==> config.mk <==
export PLATFORM = sky130hd
export DESIGN_NAME = strip_frame_buffer
export DESIGN_NICKNAME = d
export VERILOG_FILES = /design/src/rtl/strip_frame_buffer.sv
export SDC_FILE = /design/constraint.sdc
export NUM_CORES = 2
export LEC_CHECK = 0
export CAP_MARGIN = 5
export CORE_MARGIN = 4
export CORE_UTILIZATION = 55
export CTS_CLUSTER_DIAMETER = 100
export DETAILED_ROUTE_END_ITERATION = 10
export DONT_BUFFER_PORTS = 1
export PLACE_DENSITY = 0.66
export SLEW_MARGIN = 0
export SYNTH_ARGS = -nofsm -noshare
export SYNTH_HDL_FRONTEND = slang
export SYNTH_SLANG_ARGS = --single-unit
==> constraint.sdc <==
create_clock -name clk -period 3.4 [get_ports clk]
set_input_delay 0.51 -clock clk [delete_from_list [all_inputs] [get_ports clk]]
set_output_delay 0.51 -clock clk [all_outputs]
set_load 0.05 [all_outputs]
==> src/rtl/strip_frame_buffer.sv <==
// Double-buffered strip frame store behind an asynchronous SRAM-style host bus.
// Host fills the back buffer while LED banks read the front; CTRL requests swap/go once banks are idle.
module strip_frame_buffer #(
    parameter int FRAME_LENGTH = 16,
    parameter int STRIPS       = 72,
    parameter int BANKS        = 4,
    parameter int ADDR_BITS    = 2,
    localparam int IDX_W       = $clog2(STRIPS)
) (
    input  logic                    clk,
    input  logic                    resetn,
    input  logic                    bus_ne,
    input  logic                    bus_noe,
    input  logic                    bus_nwe,
    input  logic [ADDR_BITS-1:0]    bus_addr,
    input  logic [FRAME_LENGTH-1:0] bus_din,
    output logic [FRAME_LENGTH-1:0] bus_dout,
    output logic                    bus_oe,
    input  logic [BANKS-1:0]        bank_idle,
    output logic                    go,
    input  logic [IDX_W-1:0]        rd_idx,
    output logic [FRAME_LENGTH-1:0] rd_data
);

    typedef enum logic [1:0] {ST_IDLE, ST_WAIT, ST_FIRE} state_t;

    localparam logic [IDX_W-1:0] LAST_IDX = IDX_W'(STRIPS - 1);

    state_t                  r_state;
    logic                    r_ne_s1, r_ne_s2;
    logic                    r_noe_s1, r_noe_s2;
    logic                    r_nwe_s1, r_nwe_s2, r_nwe_d;
    logic                    r_bus_oe;
    logic [FRAME_LENGTH-1:0] r_bus_dout;
    logic                    r_go;
    logic                    r_lat_go, r_lat_swap;
    logic                    r_front_sel;
    logic                    r_full, r_overrun;
    logic [IDX_W-1:0]        r_wr_ptr;
    logic [FRAME_LENGTH-1:0] r_rd_data;
    logic [FRAME_LENGTH-1:0] r_buf0 [STRIPS];
    logic [FRAME_LENGTH-1:0] r_buf1 [STRIPS];

    logic                    w_strobe;
    logic                    w_wr_ctrl, w_wr_data, w_wr_ptr;
    logic                    w_ptr_ok;
    logic [FRAME_LENGTH-1:0] w_stat;
    logic [FRAME_LENGTH-1:0] w_rd_reg;

    // Address and data are read straight from the pins: the bus holds them through the strobe.
    assign w_strobe  = r_nwe_s2 && !r_nwe_d && !r_ne_s2;
    assign w_wr_ctrl = w_strobe && (bus_addr == ADDR_BITS'(1));
    assign w_wr_data = w_strobe && (bus_addr == ADDR_BITS'(2));
    assign w_wr_ptr  = w_strobe && (bus_addr == ADDR_BITS'(3));
    assign w_ptr_ok  = bus_din < FRAME_LENGTH'(STRIPS);

    always_comb begin
        w_stat              = '0;
        w_stat[BANKS-1:0]   = bank_idle;
        w_stat[8]           = r_front_sel;
        w_stat[9]           = (r_state != ST_IDLE);
        w_stat[10]          = r_full;
        w_stat[11]          = r_overrun;
        w_rd_reg            = '0;
        if (bus_addr == ADDR_BITS'(0))
            w_rd_reg = w_stat;
        else if (bus_addr == ADDR_BITS'(3))
            w_rd_reg = FRAME_LENGTH'(r_wr_ptr);
    end

    always_ff @(posedge clk) begin
        if (!resetn) begin
            r_ne_s1     <= 1'b1;
            r_ne_s2     <= 1'b1;
            r_noe_s1    <= 1'b1;
            r_noe_s2    <= 1'b1;
            r_nwe_s1    <= 1'b1;
            r_nwe_s2    <= 1'b1;
            r_nwe_d     <= 1'b1;
            r_bus_oe    <= 1'b0;
            r_bus_dout  <= '0;
            r_go        <= 1'b0;
            r_lat_go    <= 1'b0;
            r_lat_swap  <= 1'b0;
            r_front_sel <= 1'b0;
            r_full      <= 1'b0;
            r_overrun   <= 1'b0;
            r_wr_ptr    <= '0;
            r_state     <= ST_IDLE;
        end else begin
            r_ne_s1    <= bus_ne;
            r_ne_s2    <= r_ne_s1;
            r_noe_s1   <= bus_noe;
            r_noe_s2   <= r_noe_s1;
            r_nwe_s1   <= bus_nwe;
            r_nwe_s2   <= r_nwe_s1;
            r_nwe_d    <= r_nwe_s2;
            r_bus_oe   <= !r_ne_s2 && !r_noe_s2;
            r_bus_dout <= w_rd_reg;
            r_go       <= 1'b0;

            if (w_wr_data) begin
                if (r_full)
                    r_overrun <= 1'b1;
                if (r_wr_ptr == LAST_IDX) begin
                    r_full   <= 1'b1;
                    r_wr_ptr <= '0;
                end else begin
                    r_wr_ptr <= r_wr_ptr + 1'b1;
                end
            end
            if (w_wr_ptr && w_ptr_ok)
                r_wr_ptr <= bus_din[IDX_W-1:0];
            if (w_wr_ctrl && bus_din[2])
                r_overrun <= 1'b0;

            // The swap in FIRE comes last so it wins over a same-cycle DATA/PTR pointer update.
            case (r_state)
                ST_IDLE: begin
                    if (w_wr_ctrl && (bus_din[0] || bus_din[1])) begin
                        r_lat_go   <= bus_din[0];
                        r_lat_swap <= bus_din[1];
                        r_state    <= ST_WAIT;
                    end
                end
                ST_WAIT: begin
                    if (&bank_idle)
                        r_state <= ST_FIRE;
                end
                ST_FIRE: begin
                    if (r_lat_swap) begin
                        r_front_sel <= !r_front_sel;
                        r_wr_ptr    <= '0;
                        r_full      <= 1'b0;
                    end
                    r_go    <= r_lat_go;
                    r_state <= ST_IDLE;
                end
                default: r_state <= ST_IDLE;
            endcase
        end
    end

    always_ff @(posedge clk) begin
        if (w_wr_data) begin
            if (r_front_sel)
                r_buf0[r_wr_ptr] <= bus_din;
            else
                r_buf1[r_wr_ptr] <= bus_din;
        end
    end

    always_ff @(posedge clk) begin
        if (!resetn)
            r_rd_data <= '0;
        else if ({1'b0, rd_idx} < (IDX_W + 1)'(STRIPS))
            r_rd_data <= r_front_sel ? r_buf1[rd_idx] : r_buf0[rd_idx];
        else
            r_rd_data <= '0;
    end

    assign bus_dout = r_bus_dout;
    assign bus_oe   = r_bus_oe;
    assign go       = r_go;
    assign rd_data  = r_rd_data;

endmodule

# == Word-level counts from Yosys, hierarchy flattened ==
# Memory sizes are Yosys's and may differ from the RTL's.
# Cells that the tools add are included.
# op_classes
n_addsub,1
bitwise,2
n_reduce_logical,27
eq_ne,8
muxes,21
n_lt_le_gt_ge,2
# ops
operator,count
2-to-1 mux 7 bit,6
"< comparator 16 x 7 -> 1 bit, second input constant",1
2-to-1 mux 16 bit,1
2-to-1 mux 12 bit,1
AND reduction 2 bit,6
2-to-1 mux 1 bit,10
logical AND 1 bit,9
"adder 7 x 1 -> 7 bit, second input constant",1
"equality test 7 bit, second input constant",1
"< comparator 7 bit, second input constant",1
"equality test 2 bit, second input constant",3
"equality test 2 x 1 -> 1 bit, second input constant",2
zero test 1 bit,4
zero test 2 bit,2
2-to-1 mux 2 bit,2
"!= test 2 bit, second input constant",2
one-hot mux 2 bit (2 select lines),1
AND reduction 4 bit,1
OR reduction 2 bit,2
OR reduction 3 bit,1
NOT 1 bit,2
nonzero test 2 bit,1
logical OR 1 bit,1
# totals
ram_bits,2304
memories,2
in_bits,34
elab_cells,83
ff_bits,55
# memory_table
name,depth,word_bits,rd,rd_clocked_by_memory_dff,wr,line_no,rtl
r_buf0,72,16,1,0,1,41,logic [FRAME_LENGTH-1:0] r_buf0 [STRIPS];
r_buf1,72,16,1,0,1,42,logic [FRAME_LENGTH-1:0] r_buf1 [STRIPS];

# == Longest topological paths before layout ==
# depth
word_depth,8
mapped_depth,13
depth_no_buf,7

# == Worst setup path before layout ==
# OpenSTA, ideal clock, no wires.
# synth_timing
path_type,reg2reg
start,register r_ne_s2
end,"memory r_buf1[71][0], enable pin"
setup_slack_ns,0.394
arrival_ns,2.617
path_stages_with_launch,8
required_ns,3.012
setup_time_ns,0.388
synth_period_minus_slack_ns,3.006
path_cell_list,dfxtp_1 or3b_2 nor3b_1 buf_2 nand4_1 or2_2 clkbuf_1 nor2_1
# synth_via
elab_chain_len,5
# synth_lines
item,line_no,rtl
"start, declared",30,"logic r_ne_s1, r_ne_s2;"
"start signal, assigned",92,r_ne_s2 <= r_ne_s1;
zero test 1 bit,51,assign w_strobe = r_nwe_s2 && !r_nwe_d && !r_ne_s2;
logical AND 1 bit,51,
logical AND 1 bit,53,assign w_wr_data = w_strobe && (bus_addr == ADDR_BITS'(2));
2-to-1 mux 1 bit,145,if (w_wr_data) begin
2-to-1 mux 1 bit (not written as such),149,r_buf1[r_wr_ptr] <= bus_din;
"end, declared",42,
# Every way passes these cells.

# == Worst setup path after layout ==
# layout_timing
start,register r_ne_s2
end,"memory r_buf0[40][1], enable pin"
# layout_via
elab_chain_len,5
# layout_lines
item,line_no,rtl
zero test 1 bit,51,
logical AND 1 bit,51,
logical AND 1 bit,53,
2-to-1 mux 1 bit,145,
2-to-1 mux 1 bit (not written as such),147,r_buf0[r_wr_ptr] <= bus_din;
"end, declared",41,
# Every way passes these cells.

==> impl_metrics.toml <==
[worst_setup_path]
worstRegToRegCells = 6
critPathRequiredTime_ns = 3.95
timing.rr.end = "r_buf0[40][1]$_DFFE_PP_"
crit_start = "r_ne_s2$_SDFF_PN1_"
critical_path_class = "flop to flop"
r2r_slack_ns = 0.10
worstPathArrival_ns = 3.84
r2r-start = "r_ne_s2$_SDFF_PN1_"
cp-start-kind = "flop"
worst-path-max-fanout = 15
endpoint_kind = "flop"
worstSetupEndpoint = "r_buf0[40][1]$_DFFE_PP_"

[timing]
fin_tns_setup_ns = 0
fin_crit_sh_pct = 96.9
final-setup-viol-count = 0
worstMarginPinSlew_ns = 1.86
slew_headroom_pct = -24.0
max_freq_mhz = 303
timing.hold.ws_ns = 0.0406
skew_ns = 0.0372
hold_viol = 0
post-route-min-period_ns = 3.30
slew_viol_final = 182
grt_setup_unrepaired = "no"

[global_route]
first_global_vias = 45200
grt_antenna_before_repair = 10
track_usage_pct = 29.2
grt_max_degree = 634
grt_pass1_wl_um = 354000
grt-ovfl-total = 0

[run]
drv_cap = 0

[drt]
first_pass_iters = 6
drc_errors = 0
via_count = 47300
drt_iter0_drc = 7673
wl_um = 257000
avgViaCountPerCell = 6.75
ant_nets = 0
wl_per_cell_um = 36.7

[floorplanning]
die_h_um = 417
core_area_um2 = 166000
start_util_pct = 55.5
floorplan.rows = 149
pin_count = 68
die_w_um = 417
die_area_um2 = 174000

[clocking]
clock_path_buffers = 3
cts_num_sinks = 2354
post_cts.repair.setup_buffers = 0
root_buffer = "clkbuf_16"
insertion_delay_ns = 0.87
ctsHtreeMaxLevel = 4
clk_pin_slew_ns = 0.06
cts_buffers = 225
cts_tree = "yes"

[pwr]
p_clk_share_pct = 41.0
p_seq_share_pct = 54.3
p_comb_share_pct = 4.7
swShare_pct = 21.0
internal_power_mw = 46.4
p_per_area_nw_per_um2 = 569
p_leak_nw = 33.4
total_power_mw = 58.8
switching_power_mw = 12.4
ir_worst_vdd_mv = 0.422

[synthesis]
ys.flop_type = "edfxtp_1"
synth_warnings = 0
synth_top_cell_by_area = "edfxtp_1"
syn_inst = 4282
netlist_top_cells_area = "edfxtp_1 (75%), mux4_2 (9.7%), mux4_1 (3.7%), mux2i_1 (2.2%), dfxtp_1 (1.1%)"
synth_cell_types = 81
syn_avg_cell_area_um2 = 21.5
synth_top_area_share_pct = 75.3
ys_async_sr_fraction_pct = 0
synth-edff-count = 2304
syn_area_um2 = 91900
ys_seq_area_share_pct = 76.4
synth_seq_cells = 2354

[hold_path]
hold_path_depth = 1
hp-start = "bus_din[11]"
hold_class = "input pin to flop"

[cells_and_area]
final_common_cell = "edfxtp_1"
layout_common_cells = "edfxtp_1 (2304), mux4_2 (395), buf_4 (288)"
nets = 4656
num-fill-cells = 11200
drive_gt1_share_pct = 23.3
syn_to_final_growth_pct = 12.5
finish.utilization_pct = 62.4
multi_input_area_um2 = 19800
seqCellArea_um2 = 70200
design_area_um2 = 103000

[outcome]
violations = "max-slew violations"
outcome = "finished with violations"

[placed_design]
io_buffer_count = 0
place.gp.congestion = 0.866
hpwl_um = 137000
dpl-instance-area_um2 = 95300
-- metrics by stage --
stage,setup WS [ns],instances
after detailed placement,-0.0522,6533
after CTS,0.241,6985
after floorplan,0.394,4286
after global routing,0.00791,6996
final,0.105,7003
after global placement,-0.0242,6533
-- worst min path at each step --
stage,to,slack (ns)
finish,r_buf1[29][11]$_DFFE_PP_,0.04
global route,rd_data[2]$_SDFF_PN0_,0.01
CTS,rd_data[2]$_SDFF_PN0_,0.004
detailed placement,bus_oe$_SDFF_PN0_,0.39
global placement,bus_oe$_SDFF_PN0_,0.40
floorplan,bus_oe$_SDFF_PN0_,0.37
-- area by class of cell --
class | instances | area share [%]
inverters | 10 | 0.0400
flip-flops and latches | 2354 | 67.9
clock inverters | 110 | 0.900
repair buffers | 357 | 3.37
well taps | 2189 | 2.65
multi-input cells | 1673 | 19.2
clock buffers | 303 | 5.93
diodes | 7 | 0.0170
-- Yosys cell counts, types with 8 or more instances --
library cell,n
o21ai_0,63
dfxtp_1,50
nor4_1,11
a22oi_1,41
and2_1,10
nor3_1,21
nand3_1,32
o221ai_1,28
nand2_1,166
and3_1,14
nand2b_1,14
a21oi_1,71
a22o_1,12
mux4_1,128
a211oi_1,25
buf_6,22
mux2i_1,202
nor2_1,197
mux4_2,395
clkbuf_8,13
a221oi_1,41
clkbuf_1,57
nand4_1,11
a31oi_1,23
buf_1,8
buf_4,27
o22ai_1,36
edfxtp_1,2304
nor2b_1,16
buf_8,36
buf_2,66
clkbuf_4,10
buf_12,10
mux2_2,15
-- power by group through the flow --
stage          Combinational [mW]  Clock (mW)  Sequential, mW
2_1_floorplan                1.56           0            32.5
6_report                     2.74        24.1            31.9
3_5_place_dp                 1.83           0            32.5
3_3_place_gp                 1.83           0            32.5
4_1_cts                      2.43        24.4            31.9
5_1_grt                      2.81        25.6            31.9
-- timing repair --
action                      CTS  global route
hold endpoints to repair   2346             1
resized for setup             0             1
hold buffers                 39             1
setup endpoints to repair     0            16
-- registers in the layout, indices dropped and copies added, names as in the netlist, 2 cells and up --
register / cells
r_buf0: 1152
r_state: 2
rd_data: 16
bus_dout: 11
r_wr_ptr: 7
r_buf1: 1152
-- critical path, cell delays in order, from the launching register on --
cell	delay [ns]
dfxtp_1	0.31
or3b_2	0.52
nor3b_2	0.51
and3b_1	0.33
nand2_1	0.58
nor2_1	0.36
buf_4	0.32
-- routing by layer --
layer | vias to the layer above | routed length (um) | track usage [%]
met5 | - | 526 | 0
met4 | 6 | 11000 | 11.2
met3 | 498 | 31700 | 7.22
met2 | 3216 | 116000 | 43.0
met1 | 24900 | 97600 | 43.0
li1 | 18700 | - | -
-- logic make-up after synthesis --
group                      count (synthesis)  share of synthesized area [%]
AOI/OAI and AO/OA                        401                           3.05
xor gates and xnor gates                   6                         0.0572
adders and majority gates                  1                         0.0136
buffers and inverters                    259                           2.24
DFF                                     2354                           76.4
muxes                                    740                           15.7
other                                      1                        0.00408
and+or+nand+nor                          520                           2.52
Note: power is estimated with default switching activity, not from simulation.
